==> config.mk <==
export PLATFORM = sky130hd
export DESIGN_NAME = qlearn_episode_ctrl
export DESIGN_NICKNAME = d
export VERILOG_FILES = /design/src/rtl/qlearn_episode_ctrl.sv
export SDC_FILE = /design/constraint.sdc
export NUM_CORES = 1
export LEC_CHECK = 0
export ABC_CLOCK_PERIOD_IN_PS = 2900
export BUFFER_PORTS_ARGS = -buffer_cell sky130_fd_sc_hd__buf_2
export CORE_MARGIN = 2
export CORE_UTILIZATION = 51
export DETAILED_ROUTE_END_ITERATION = 10
export GPL_TIMING_DRIVEN = 0
export PLACE_DENSITY = 0.73
export SYNTH_ARGS = -nofsm -noshare
export SYNTH_HDL_FRONTEND = slang
export SYNTH_SLANG_ARGS = --single-unit
==> constraint.sdc <==
create_clock -name clk -period 2.9 [get_ports clk]
set_input_delay 0 -clock clk [delete_from_list [all_inputs] [get_ports clk]]
set_output_delay 0 -clock clk [all_outputs]
set_load 0.02 [all_outputs]
==> src/rtl/qlearn_episode_ctrl.sv <==
// Episode sequencer for the Q-learning core: epsilon-greedy action choice from a 16-bit LFSR.
// Optional per-episode epsilon decay is compiled in when QLEARN_EPS_DECAY_EN is defined.
module qlearn_episode_ctrl #(
    parameter int unsigned   STATES_WIDTH  = 4,
    parameter int unsigned   ACTIONS_WIDTH = 2,
    parameter int unsigned   NUM_ACTIONS   = 3,
    parameter int unsigned   GOAL_STATE    = 15,
    parameter int unsigned   MAX_STEPS     = 64,
    parameter int unsigned   NUM_EPISODES  = 300,
    parameter logic [7:0]    EPS_INIT      = 8'd64,
    parameter logic [7:0]    EPS_STEP      = 8'd1,
    parameter logic [7:0]    EPS_MIN       = 8'd4,
    parameter logic [15:0]   SEED          = 16'hACE1
) (
    input  logic                     clk,
    input  logic                     rst,
    input  logic                     i_run,
    input  logic [STATES_WIDTH-1:0]  i_first_st,
    input  logic [ACTIONS_WIDTH-1:0] i_best_at,
    input  logic [STATES_WIDTH-1:0]  i_st,
    input  logic                     i_valid_max,
    output logic                     o_start,
    output logic                     o_valid,
    output logic [ACTIONS_WIDTH-1:0] o_at,
    output logic [STATES_WIDTH-1:0]  o_first_st,
    output logic                     o_finish,
    output logic                     o_busy,
    output logic [15:0]              o_episode_cnt,
    output logic [15:0]              o_step_cnt,
    output logic                     o_err
);

    localparam logic [2:0] IDLE  = 3'd0;
    localparam logic [2:0] START = 3'd1;
    localparam logic [2:0] WAIT  = 3'd2;
    localparam logic [2:0] ISSUE = 3'd3;
    localparam logic [2:0] DONE  = 3'd4;

    localparam logic [7:0]              NUM_ACT8  = 8'(NUM_ACTIONS);
    localparam logic [15:0]             MAX_ST16  = 16'(MAX_STEPS);
    localparam logic [15:0]             NUM_EP16  = 16'(NUM_EPISODES);
    localparam logic [STATES_WIDTH-1:0] GOAL      = STATES_WIDTH'(GOAL_STATE);

    logic [2:0]               state_q, state_d;
    logic [15:0]              lfsr_q;
    logic [7:0]               eps_q;
    logic [7:0]               explore_idx;
    logic [ACTIONS_WIDTH-1:0] choice;
    logic [15:0]              step_inc, ep_inc;
    logic                     step_done, ep_end, run_ok, pulse;

    assign step_inc    = o_step_cnt + 16'd1;
    assign ep_inc      = o_episode_cnt + 16'd1;
    assign step_done   = (state_q == WAIT) && i_valid_max;
    assign ep_end      = step_done && ((i_st == GOAL) || (step_inc == MAX_ST16));
    assign run_ok      = i_run && ((state_q == IDLE) || (state_q == DONE));
    assign pulse       = (state_d == START) || (state_d == ISSUE);
    assign explore_idx = lfsr_q[15:8] % NUM_ACT8;
    assign choice      = (lfsr_q[7:0] < eps_q) ? explore_idx[ACTIONS_WIDTH-1:0] : i_best_at;

    always_comb begin
        state_d = state_q;
        case (state_q)
            IDLE, DONE: if (i_run) state_d = START;
            START:      state_d = WAIT;
            WAIT: begin
                if (ep_end) begin
                    state_d = (ep_inc == NUM_EP16) ? DONE : START;
                end else if (step_done) begin
                    state_d = ISSUE;
                end
            end
            ISSUE:      state_d = WAIT;
            default:    state_d = IDLE;
        endcase
    end

    always_ff @(posedge clk) begin
        if (rst) begin
            state_q       <= IDLE;
            lfsr_q        <= SEED;
            o_start       <= 1'b0;
            o_valid       <= 1'b0;
            o_at          <= '0;
            o_first_st    <= '0;
            o_finish      <= 1'b0;
            o_busy        <= 1'b0;
            o_episode_cnt <= '0;
            o_step_cnt    <= '0;
            o_err         <= 1'b0;
        end else begin
            state_q  <= state_d;
            // Fibonacci taps 16,14,13,11
            lfsr_q   <= {lfsr_q[14:0], lfsr_q[15] ^ lfsr_q[13] ^ lfsr_q[12] ^ lfsr_q[10]};
            o_start  <= (state_d == START);
            o_valid  <= pulse;
            o_finish <= (state_d == DONE);
            o_busy   <= (state_d == START) || (state_d == WAIT) || (state_d == ISSUE);
            if (pulse) o_at <= choice;
            if (state_d == START) o_first_st <= i_first_st;

            if (run_ok) begin
                o_episode_cnt <= '0;
                o_step_cnt    <= '0;
            end else if (ep_end) begin
                o_episode_cnt <= ep_inc;
                // the final step count stays visible in DONE
                o_step_cnt    <= (ep_inc == NUM_EP16) ? step_inc : 16'd0;
            end else if (step_done) begin
                o_step_cnt    <= step_inc;
            end

            if (run_ok) o_err <= 1'b0;
            if (i_valid_max && (state_q != WAIT)) o_err <= 1'b1;
        end
    end

`ifdef QLEARN_EPS_DECAY_EN
    logic [7:0] eps_sub;
    assign eps_sub = (eps_q > EPS_STEP) ? (eps_q - EPS_STEP) : 8'd0;

    always_ff @(posedge clk) begin
        if (rst || run_ok) begin
            eps_q <= EPS_INIT;
        end else if (ep_end) begin
            eps_q <= (eps_sub < EPS_MIN) ? EPS_MIN : eps_sub;
        end
    end
`else
    logic unused_eps;
    assign eps_q      = EPS_INIT;
    assign unused_eps = ^{EPS_STEP, EPS_MIN};
`endif

endmodule

==> key figures <==
Synth
  – Yosys reg bits: 62
  – Dominant synthesized flop cell: dfxtp_1
  – Top cell type's share of synthesized area: 36.75%
  – Register area share after synthesis: 36.75%
  – Yosys warns: 0
  – Cell count after synthesis: 405
  – Number of synthesized flops with an enable pin: 0
  – Syn_area_per_cell: 8.338 um^2
  – Ranking of synthesized cells by area: dfxtp_1 (37%), nand2_1 (4.6%), a21oi_1 (4.4%), or4_1 (3.1%), o31ai_1 (2.9%)
  – Top post-synthesis cells by count: dfxtp_1 (62), nand2_1 (41), a21oi_1 (30)
  – Syn_nets: 423
  – Synth unique cells: 65
  – Ys async rst share: 0%
  – Count leader, synth: dfxtp_1
  – Yosys top cell by area: dfxtp_1
  – Synthesized cell area: 3377 um^2

Place
  – Port-buffer cells: 56
  – Placed cells: between 500 and 600
  – RD Place Congestion: approximately 0.86
  – Detailed Place HPWL: 6.123 mm

Pwr
  – Pwr Total: 1.973 mW
  – Max IR drop VDD: 0.3485 mV
  – LEAKAGE: 1.617 nW
  – Power Density: 466.1 nW/um^2

Floorplan
  – Row count: 29
  – Die width: 85.37 um
  – Die area: between 7000 and 8000 um^2
  – Total core area: 6386 um^2
  – Die Y: 85.37 um
  – Ports: 57
  – Starting Density: 52.88%

Clocking
  – Clk Tree Root Cell: clkbuf_8
  – Clock-pin slew on the worst setup and hold paths: 70 ps
  – Max Buffers Root-to-Sink: 2
  – Worst-Skew Late Latency: between 300 and 400 ps
  – H-tree levels: 3
  – # clock sinks: 62
  – TritonCTS clock tree: yes
  – Number of buffers created by CTS: 9

Layout
  – Filler instances: 546
  – Share of cells above drive strength 1: 26.99%
  – Multi-input gate area: about 2100 um^2
  – FF/Latch Area: ~1300 um^2
  – Fin cells: 566
  – Final #Nets: 502
  – Final core utilization: 66.28%
  – Area Growth Syn to Fin: 25.34%
  – ANT cells: 0

STA
  – Endpoints failing setup: 0
  – Maximum clock rate: 0.3619 GHz
  – Final Skew: around 16 ps
  – Endpoints failing hold: 0
  – Rel. slew slack: 60.52%
  – Tcrit/Tclk final: 95.28%
  – Least-Margin Pin Slew: 592.2 ps
  – Final Critical Period: between 2000 and 3000 ps
  – Worst Hold Slack: 29.41 ps
  – Setup TNS: 0 ps
  – Max-slew violations: 0

Route
  – Avg WL per Cell: 15.89 um
  – DRT iter0 DRCs: 205
  – Final WL: about 9 mm
  – First-pass DRT Iterations: 5
  – DRC: 0
  – Via count: 3404
  – Routed Antenna Nets: 0
  – Drt via density: 6.014

Global route
  – Largest net degree at the start of global routing: 12
  – Initial antenna violation count: 0
  – Grt ovf: 0
  – GRT Total Usage: between 20% and 30%
  – First-pass GRT wire length: 14.56 mm
  – Number of global-route vias before repair: 3023

Status
  – Status: finished, final reports clean

Setup path
  – Biggest cell delay along the critical path: 500 ps
  – CP Launch Type: flop
  – Most frequent CP cell: buf_4
  – Crit-path cells: ha_4 -> nand4_1 -> buf_4 -> o31ai_2 -> o211ai_2 -> o31a_1 -> buf_4 -> or4_1 -> a21oi_1
  – Crit path max-delay family: compound AO/OA/AOI/OAI gates
  – Buf+Inv Stages, Crit Path: 2
  – CP Data Required Time: 3170 ps
  – Crit path kind: reg2reg
  – R2R Path Start: o_step_cnt[0]$_SDFFE_PP0P_
  – Crit path DAT: 3030 ps
  – CP endpoint kind: flop
  – Critical path fanouts, max: 7
  – Worst setup path startpoint: o_step_cnt[0]$_SDFFE_PP0P_
  – CP max-delay cell: or4_1

Job
  – Max Cap Viol: 0

Hold path
  – HP Class: in2reg
  – Hold Crit Start: i_best_at[0]
where the power goes:
| part | switching, mW | total (mW) | internal (mW) |
|---|---|---|---|
| Clock | 0.353 | 0.795 | 0.442 |
| Sequential | 0.0267 | 0.912 | 0.885 |
| Combinational | 0.155 | 0.266 | 0.110 |
logic make-up (layout without fill, tap and decap cells):
logic type                 after synthesis  after routing  synth area share [%]
AOI/OAI and AO/OA                       96             96                 19.60
xor gates and xnor gates                16             16                 4.150
adders and majority gates                4              4                 1.482
buffers and inverters                   35            119                 4.705
DFF                                     62             62                 36.75
muxes                                    9              9                 2.705
and+or+nand+nor                        183            183                 30.61
tightest hold or removal path, delay by kind of cell:
family | cells | cell delay (ps)
buffers and inverters | 1 | 70
AOI/OAI and AO/OA | 3 | 260
stage by stage:
step,setup slack [ps],instance area (um^2)
2_1_floorplan,142.0,3377
3_3_place_gp,-144.7,3754
3_5_place_dp,-171.7,3754
4_1_cts,-1.686,4076
5_1_grt,-13.35,4233
6_report,137.0,4233
placed cells by master (no fill, tap or decap), types with 5 or more instances in the layout:
master / synthesis / final
or3_1: 6 / 6
nor2b_1: 6 / 6
buf_2: 4 / 59
or4_1: 14 / 14
buf_6: 3 / 5
nor4_1: 8 / 7
xnor2_1: 9 / 9
clkbuf_1: 17 / 13
buf_4: 0 / 6
dlygate4sd3_1: 0 / 7
or2_2: 8 / 8
xor2_1: 7 / 7
nand2_1: 41 / 41
mux2i_1: 8 / 7
clkbuf_8: 0 / 11
nor3_1: 19 / 18
inv_1: 10 / 9
and2_1: 6 / 6
nand3_1: 15 / 15
nor2_1: 19 / 19
a21oi_1: 30 / 29
o21ai_0: 15 / 13
dfxtp_2: 0 / 6
dfxtp_1: 62 / 53
o32ai_1: 5 / 5
nand4_1: 9 / 9
and3_1: 5 / 5
o31ai_1: 13 / 10
layer usage:
| metal | vias to the layer above | GRT usage [%] | wire [um] |
|---|---|---|---|
| met5 | - | 0 | 0 |
| li1 | 1680 | - | - |
| met4 | 0 | 6.782 | 120 |
| met3 | 13 | 6.420 | 483 |
| met2 | 93 | 39.20 | 4321 |
| met1 | 1618 | 34.06 | 4068 |
sequential cells by signal, indices dropped and copies added (netlist names):
name,cells
o_first_st,4
o_at,2
o_step_cnt,16
state_q,3
o_err,1
lfsr_q,16
o_finish,1
o_valid,1
o_busy,1
o_start,1
o_episode_cnt,16
final cells by class:
cell class / instances / area share (%)
multi-input combinational: 308 / 49.63
sequential: 62 / 29.77
timing repair buffer: 69 / 9.341
clock buffer: 11 / 3.577
buffer: 24 / 3.163
tap: 77 / 2.276
clock inverter: 5 / 1.360
inverter: 10 / 0.8868
what timing repair did:
action / 4_1_cts / 5_1_grt
hold buffers: 7 / 0
gates resized for setup: 8 / 41
hold endpoints to repair: 8 / 0
pin swaps: 1 / 7
setup endpoints to repair: 25 / 39
buffers inserted: 2 / 4
worst paths after layout:
| check | end | slack [ps] | depth (start not counted) |
|---|---|---|---|
| max reg2reg | o_episode_cnt[6]$_SDFFE_PP0P_ | 140 | 9 |
| min reg2reg | lfsr_q[5]$_SDFF_PP1_ | 410 | 1 |
| max | o_episode_cnt[6]$_SDFFE_PP0P_ | 140 | 9 |
| min | o_at[0]$_SDFFE_PP0P_ | 30 | 4 |
(Power assumes the default switching activity.)
